File: src/rtl/multicycle_ctrl.sv
// rtl/multicycle_ctrl.sv - multicycle MIPS control FSM (lw/sw/add, mul when MULTICYCLE_MUL_EN is defined)
module multicycle_ctrl (
    input  logic        clk,
    input  logic        rst_n,
    input  logic        start,
    input  logic [31:0] instr,
    input  logic        mem_ready,
    input  logic        mul_done,
    output logic        pc_clr,
    output logic        pc_write,
    output logic        ir_write,
    output logic        iord,
    output logic        mem_read,
    output logic        mem_write,
    output logic        reg_write,
    output logic        reg_dst,
    output logic        mem_to_reg,
    output logic        mul_sel,
    output logic        alu_src_a,
    output logic [1:0]  alu_src_b,
    output logic        mul_start,
    output logic        done,
    output logic        err,
    output logic [3:0]  state,
    output logic [15:0] instr_count
);

    localparam logic [3:0] S_IDLE    = 4'd0;
    localparam logic [3:0] S_FETCH   = 4'd1;
    localparam logic [3:0] S_DECODE  = 4'd2;
    localparam logic [3:0] S_MEMADR  = 4'd3;
    localparam logic [3:0] S_MEMRD   = 4'd4;
    localparam logic [3:0] S_MEMWB   = 4'd5;
    localparam logic [3:0] S_MEMWR   = 4'd6;
    localparam logic [3:0] S_RTEXE   = 4'd7;
`ifdef MULTICYCLE_MUL_EN
    localparam logic [3:0] S_MULWAIT = 4'd8;
`endif
    localparam logic [3:0] S_RTWB    = 4'd9;
    localparam logic [3:0] S_HALT    = 4'd10;
    localparam logic [3:0] S_ERR     = 4'd11;

    localparam logic [5:0] OP_RTYPE  = 6'b000000;
    localparam logic [5:0] OP_LW     = 6'b100011;
    localparam logic [5:0] OP_SW     = 6'b101011;
    localparam logic [5:0] FN_ADD    = 6'b100000;

    logic [3:0] state_q;
    logic [3:0] state_d;
    logic       op_lw;
    logic       op_sw;
    logic       op_add;
    logic       launch;

    assign state  = state_q;
    assign op_lw  = (instr[31:26] == OP_LW);
    assign op_sw  = (instr[31:26] == OP_SW);
    assign op_add = (instr[31:26] == OP_RTYPE) && (instr[5:0] == FN_ADD);

    // IDLE and HALT restart identically; gated by rst_n so nothing leaks out during reset
    assign launch = rst_n && start && ((state_q == S_IDLE) || (state_q == S_HALT));

`ifdef MULTICYCLE_MUL_EN
    localparam logic [5:0] FN_MUL = 6'b011000;

    logic op_mul;
    logic is_mul;
    logic mul_issued;

    assign op_mul = (instr[31:26] == OP_RTYPE) && (instr[5:0] == FN_MUL);

    // mul_issued marks that the launch cycle of the current MULWAIT visit has passed
    always_ff @(posedge clk or negedge rst_n) begin
        if (!rst_n) begin
            mul_issued <= 1'b0;
            is_mul     <= 1'b0;
        end else begin
            mul_issued <= (state_q == S_MULWAIT);
            if ((state_q == S_MULWAIT) && mul_done)
                is_mul <= 1'b1;
            else if (state_q == S_RTWB)
                is_mul <= 1'b0;
        end
    end
`else
    logic unused_mul_done;
    assign unused_mul_done = mul_done;
`endif

    always_comb begin
        state_d = state_q;
        case (state_q)
            S_IDLE:   if (start) state_d = S_FETCH;
            S_FETCH:  if (mem_ready) state_d = S_FETCH + 4'd1;
            S_DECODE: begin
                if (instr == 32'd0)
                    state_d = S_HALT;
                else if (op_lw || op_sw)
                    state_d = S_MEMADR;
                else if (op_add)
                    state_d = S_RTEXE;
`ifdef MULTICYCLE_MUL_EN
                else if (op_mul)
                    state_d = S_MULWAIT;
`endif
                else
                    state_d = S_ERR;
            end
            S_MEMADR: state_d = op_sw ? S_MEMWR : S_MEMRD;
            S_MEMRD:  if (mem_ready) state_d = S_MEMWB;
            S_MEMWB:  state_d = S_FETCH;
            S_MEMWR:  if (mem_ready) state_d = S_FETCH;
            S_RTEXE:  state_d = S_RTWB;
`ifdef MULTICYCLE_MUL_EN
            S_MULWAIT: if (mul_done) state_d = S_RTWB;
`endif
            S_RTWB:   state_d = S_FETCH;
            S_HALT:   if (start) state_d = S_FETCH;
            S_ERR:    state_d = S_ERR;
            default:  state_d = S_ERR;
        endcase
    end

    always_ff @(posedge clk or negedge rst_n) begin
        if (!rst_n)
            state_q <= S_IDLE;
        else
            state_q <= state_d;
    end

    always_ff @(posedge clk or negedge rst_n) begin
        if (!rst_n)
            instr_count <= 16'd0;
        else if (launch)
            instr_count <= 16'd0;
        else if ((state_q == S_FETCH) && mem_ready && (instr_count != 16'hFFFF))
            instr_count <= instr_count + 16'd1;
    end

    always_comb begin
        pc_clr     = launch;
        pc_write   = 1'b0;
        ir_write   = 1'b0;
        iord       = 1'b0;
        mem_read   = 1'b0;
        mem_write  = 1'b0;
        reg_write  = 1'b0;
        reg_dst    = 1'b0;
        mem_to_reg = 1'b0;
        mul_sel    = 1'b0;
        alu_src_a  = 1'b0;
        alu_src_b  = 2'b00;
        mul_start  = 1'b0;
        done       = 1'b0;
        err        = 1'b0;
        case (state_q)
            S_FETCH: begin
                mem_read  = 1'b1;
                alu_src_b = 2'b01;
                ir_write  = mem_ready;
                pc_write  = mem_ready;
            end
            S_MEMADR: begin
                alu_src_a = 1'b1;
                alu_src_b = 2'b10;
            end
            S_MEMRD: begin
                iord     = 1'b1;
                mem_read = 1'b1;
            end
            S_MEMWB: begin
                reg_write  = 1'b1;
                mem_to_reg = 1'b1;
            end
            S_MEMWR: begin
                iord      = 1'b1;
                mem_write = 1'b1;
            end
            S_RTEXE: alu_src_a = 1'b1;
`ifdef MULTICYCLE_MUL_EN
            S_MULWAIT: mul_start = !mul_issued;
`endif
            S_RTWB: begin
                reg_write = 1'b1;
                reg_dst   = 1'b1;
`ifdef MULTICYCLE_MUL_EN
                mul_sel   = is_mul;
`endif
            end
            S_HALT:  done = 1'b1;
            S_ERR:   err  = 1'b1;
            default: ;
        endcase
    end

endmodule

File: config.mk
export PLATFORM = sky130hd
export DESIGN_NAME = multicycle_ctrl
export DESIGN_NICKNAME = d
export VERILOG_FILES = /design/src/rtl/multicycle_ctrl.sv
export SDC_FILE = /design/constraint.sdc
export NUM_CORES = 1
export LEC_CHECK = 0
export CAP_MARGIN = 20
export CORE_MARGIN = 3
export CORE_UTILIZATION = 60
export DETAILED_ROUTE_END_ITERATION = 6
export DONT_BUFFER_PORTS = 1
export PLACE_DENSITY = 0.86
export SLEW_MARGIN = 0
export SYNTH_ARGS = -nofsm -noshare
export SYNTH_HDL_FRONTEND = slang
export SYNTH_SLANG_ARGS = --single-unit
File: constraint.sdc
create_clock -name clk -period 2.6 [get_ports clk]
set_input_delay 0.52 -clock clk [delete_from_list [all_inputs] [get_ports clk]]
set_output_delay 0.52 -clock clk [all_outputs]
set_load 0.03 [all_outputs]
==> run summary <==
Synth area leader = dfrtp_1
Crit. End Element = primary output
Initial Util = 65.0%
Clk sinks = 20
DRT Pass-1 Iters = 5
Commonest non-fill, non-tap cell in the layout = dfrtp_1
Setup Viol. Count Final = 0
Sequential share of the synthesized area = 34.1%
Worst VDD drop = 0.773 mV
CP Max Fanout = 9
Place WS = 0.524 ns
Top cells by area, synth = dfrtp_1 34%, a21oi_1 5.1%, or4_1 4.6%
Remaining antenna violation count = 0
Worst Path Buf+Inv = 2
# rows = 17
Post-CTS Resized = 0
Leakage power = 0.673 nW
Crit path largest cell delay = 0.50 ns
DP Wirelength = 2950 um
Number of buffers created by CTS = 3
Wire length on met2 = 2090 um
Total routed wirelength = 4130 um
Clock Skews = 0.00544 ns
Syn Std Cell Area = 1470 sq um
Post-Syn Area per Cell = 7.97 sq um
RSZ-0062 raised after global routing = false
Layout cell share with drive strength beyond 1 = 10.4%
CP delay by family, top = simple AND/OR/NAND/NOR gates
Critical Path Most Common Cell = nor2_1
Final Hold Fails = 0
Tcrit/Tclk final = 87.8%
Setup CP Type = flop to primary output
GRT overflow = 0
Vias = 1549
Commonest non-fill, non-tap cells in the layout = 20 x dfrtp_1, 17 x nand2_1, 16 x nor2_1
Ys async rst share = 100%
Layout area overhead = 10.2%
Slew @ Worst Pin = 0.911 ns
Critical Path RT = 2.08 ns
Wire length on met1 = 1530 um
Number of global-route vias before repair = 1421
Yosys cell types = 40
Syn Inst Count = 184
Max Cap Viol = 0
Met3 wire len = 424 um
H-tree levels = 1
Clk buf depth = 2
CTS tree = built
#FFs+latches synth = 20
Min setup slack post-route = 0.317 ns
Yosys warnings = 0
Vias/cell = 7.04
Outcome = complete, no violations
Initial DRC Count = 80
Arr. time, crit path = 1.76 ns
Final Max Slew Viols = 0
Fill cells = 187
Ys flop type = dfrtp_1
Core footprint = 2250 sq um
Uppermost routed layer = met4
PortBufs = 0
CP max-delay cell = dfrtp_1
Pwr dens = 986 nW/um^2
Final nets = 231
CP Launch Type = flop
RD Place Congestion = 0.863
Setup total negative slack = 0 ns
First-pass GRT wire length = 6750 um
DRC violations left = 0
Die area = 3070 sq um
Worst r2r src = state[2]$_DFFE_PN0P_
Top-area cell type share of the netlist area = 34.1%
Pin count of the biggest net entering global routing = 21
Ant diodes = 0
GRT Util Overall = 26.5%
Min cycle time layout = 2.28 ns
HP Start = mem_ready
Clock-pin slew on the worst setup and hold paths = 0.12 ns
Crit path launch = state[3]$_DFFE_PN0P_
Die W = 55.4 um
Initial antenna violation count = 0
Post-synth EDFFs = 0
Chain of cells forming the critical path = buf_4 > nor2_1 > inv_1 > nor2_1
Max_slew headroom = 39.1%
Clk_lat worst skew = 0.30 ns
Max Freq = 0.438 GHz
Root Driver = clkbuf_4
Drt wl/cell = 18.8 um
Boundary pin count = 73
Worst hold path type = input pin to flop
Die H = 55.4 um
cells in the mapped netlist (all sizes together) (2+ instances only):
cell type and count:
a21oi 15, a31oi 4, and3 7, buf 6, clkbuf 5, dfrtp 20, inv 9, mux2i 4
nand2 17, nand2b 6, nand3 9, nand4 7, nor2 16, nor2b 3, nor3 6, nor4 8
nor4b 2, o211ai 2, o21ai 6, o31ai 7, or3 3, or4 9, xnor2 2
stage by stage:
step,instance area [sq um],std cells,total power [mW],hold slack (ns),utilization (%)
final,1620,220,1.59,0.408,71.7
after global routing,1620,220,1.70,0.414,71.7
after detailed placement,1550,215,1.32,0.225,68.9
after global placement,1550,215,1.29,0.225,68.9
after CTS,1620,220,1.59,0.404,71.7
after floorplan,1470,185,1.13,0.224,-
cells by family after synthesis:
group	synth area share, %
buf+inv	6.48
mux	2.73
simple gates	37.9
flops	34.1
compound gates	16.5
other cells	0.256
fa+ha+maj	0.853
xor+xnor	1.19
worst register-to-register path: stages, from the launching register on:
cell	delay, ns
dfrtp_1	0.55
nor4b_4	0.35
buf_4	0.26
nand4_2	0.22
or4_1	0.53
a21oi_1	0.15
cell type report:
cell class / instances / area (sq um) / area share (%)
clock inverter: 1 / 30.0 / 1.86
sequential: 20 / 500 / 31.0
inverter: 9 / 33.8 / 2.09
timing repair buffer: 14 / 120 / 7.43
clock buffer: 3 / 22.5 / 1.39
tap: 28 / 35.0 / 2.17
multi-input combinational: 145 / 875 / 54.1
state kept, by name (all words and copies together), names as in the netlist:
signal	flops
state	4
instr_count	16
worst paths after layout:
| kind | end | slack, ns | depth (start not counted) |
|---|---|---|---|
| setup reg to reg | instr_count[15]$_DFFE_PN0P_ | 0.48 | 5 |
| min in group asynchronous | instr_count[9]$_DFFE_PN0P_ | 0.78 | 1 |
| setup / recovery | alu_src_b[1] | 0.32 | 4 |
| hold / removal | state[2]$_DFFE_PN0P_ | 0.41 | 3 |
| hold reg to reg | state[2]$_DFFE_PN0P_ | 0.63 | 1 |
| max in group asynchronous | state[0]$_DFFE_PN0P_ | 1.27 | 1 |
metal layers:
layer	vias to the layer above	GRT usage, %
met5	-	0
met4	0	7.99
met3	14	5.61
met2	99	46.3
met1	734	32.6
li1	702	-
report_power, final:
| part | internal, mW | total [mW] | switching, mW |
|---|---|---|---|
| logic | 0.277 | 0.843 | 0.566 |
| registers | 0.367 | 0.495 | 0.128 |
| clock network | 0.156 | 0.256 | 0.100 |
| total | 0.800 | 1.59 | 0.794 |
repair_timing:
action                    CTS  global route
buffers inserted            0             0
hold endpoints to repair   20             0
hold buffers                1             0
Power figures use the tool's default switching activity.
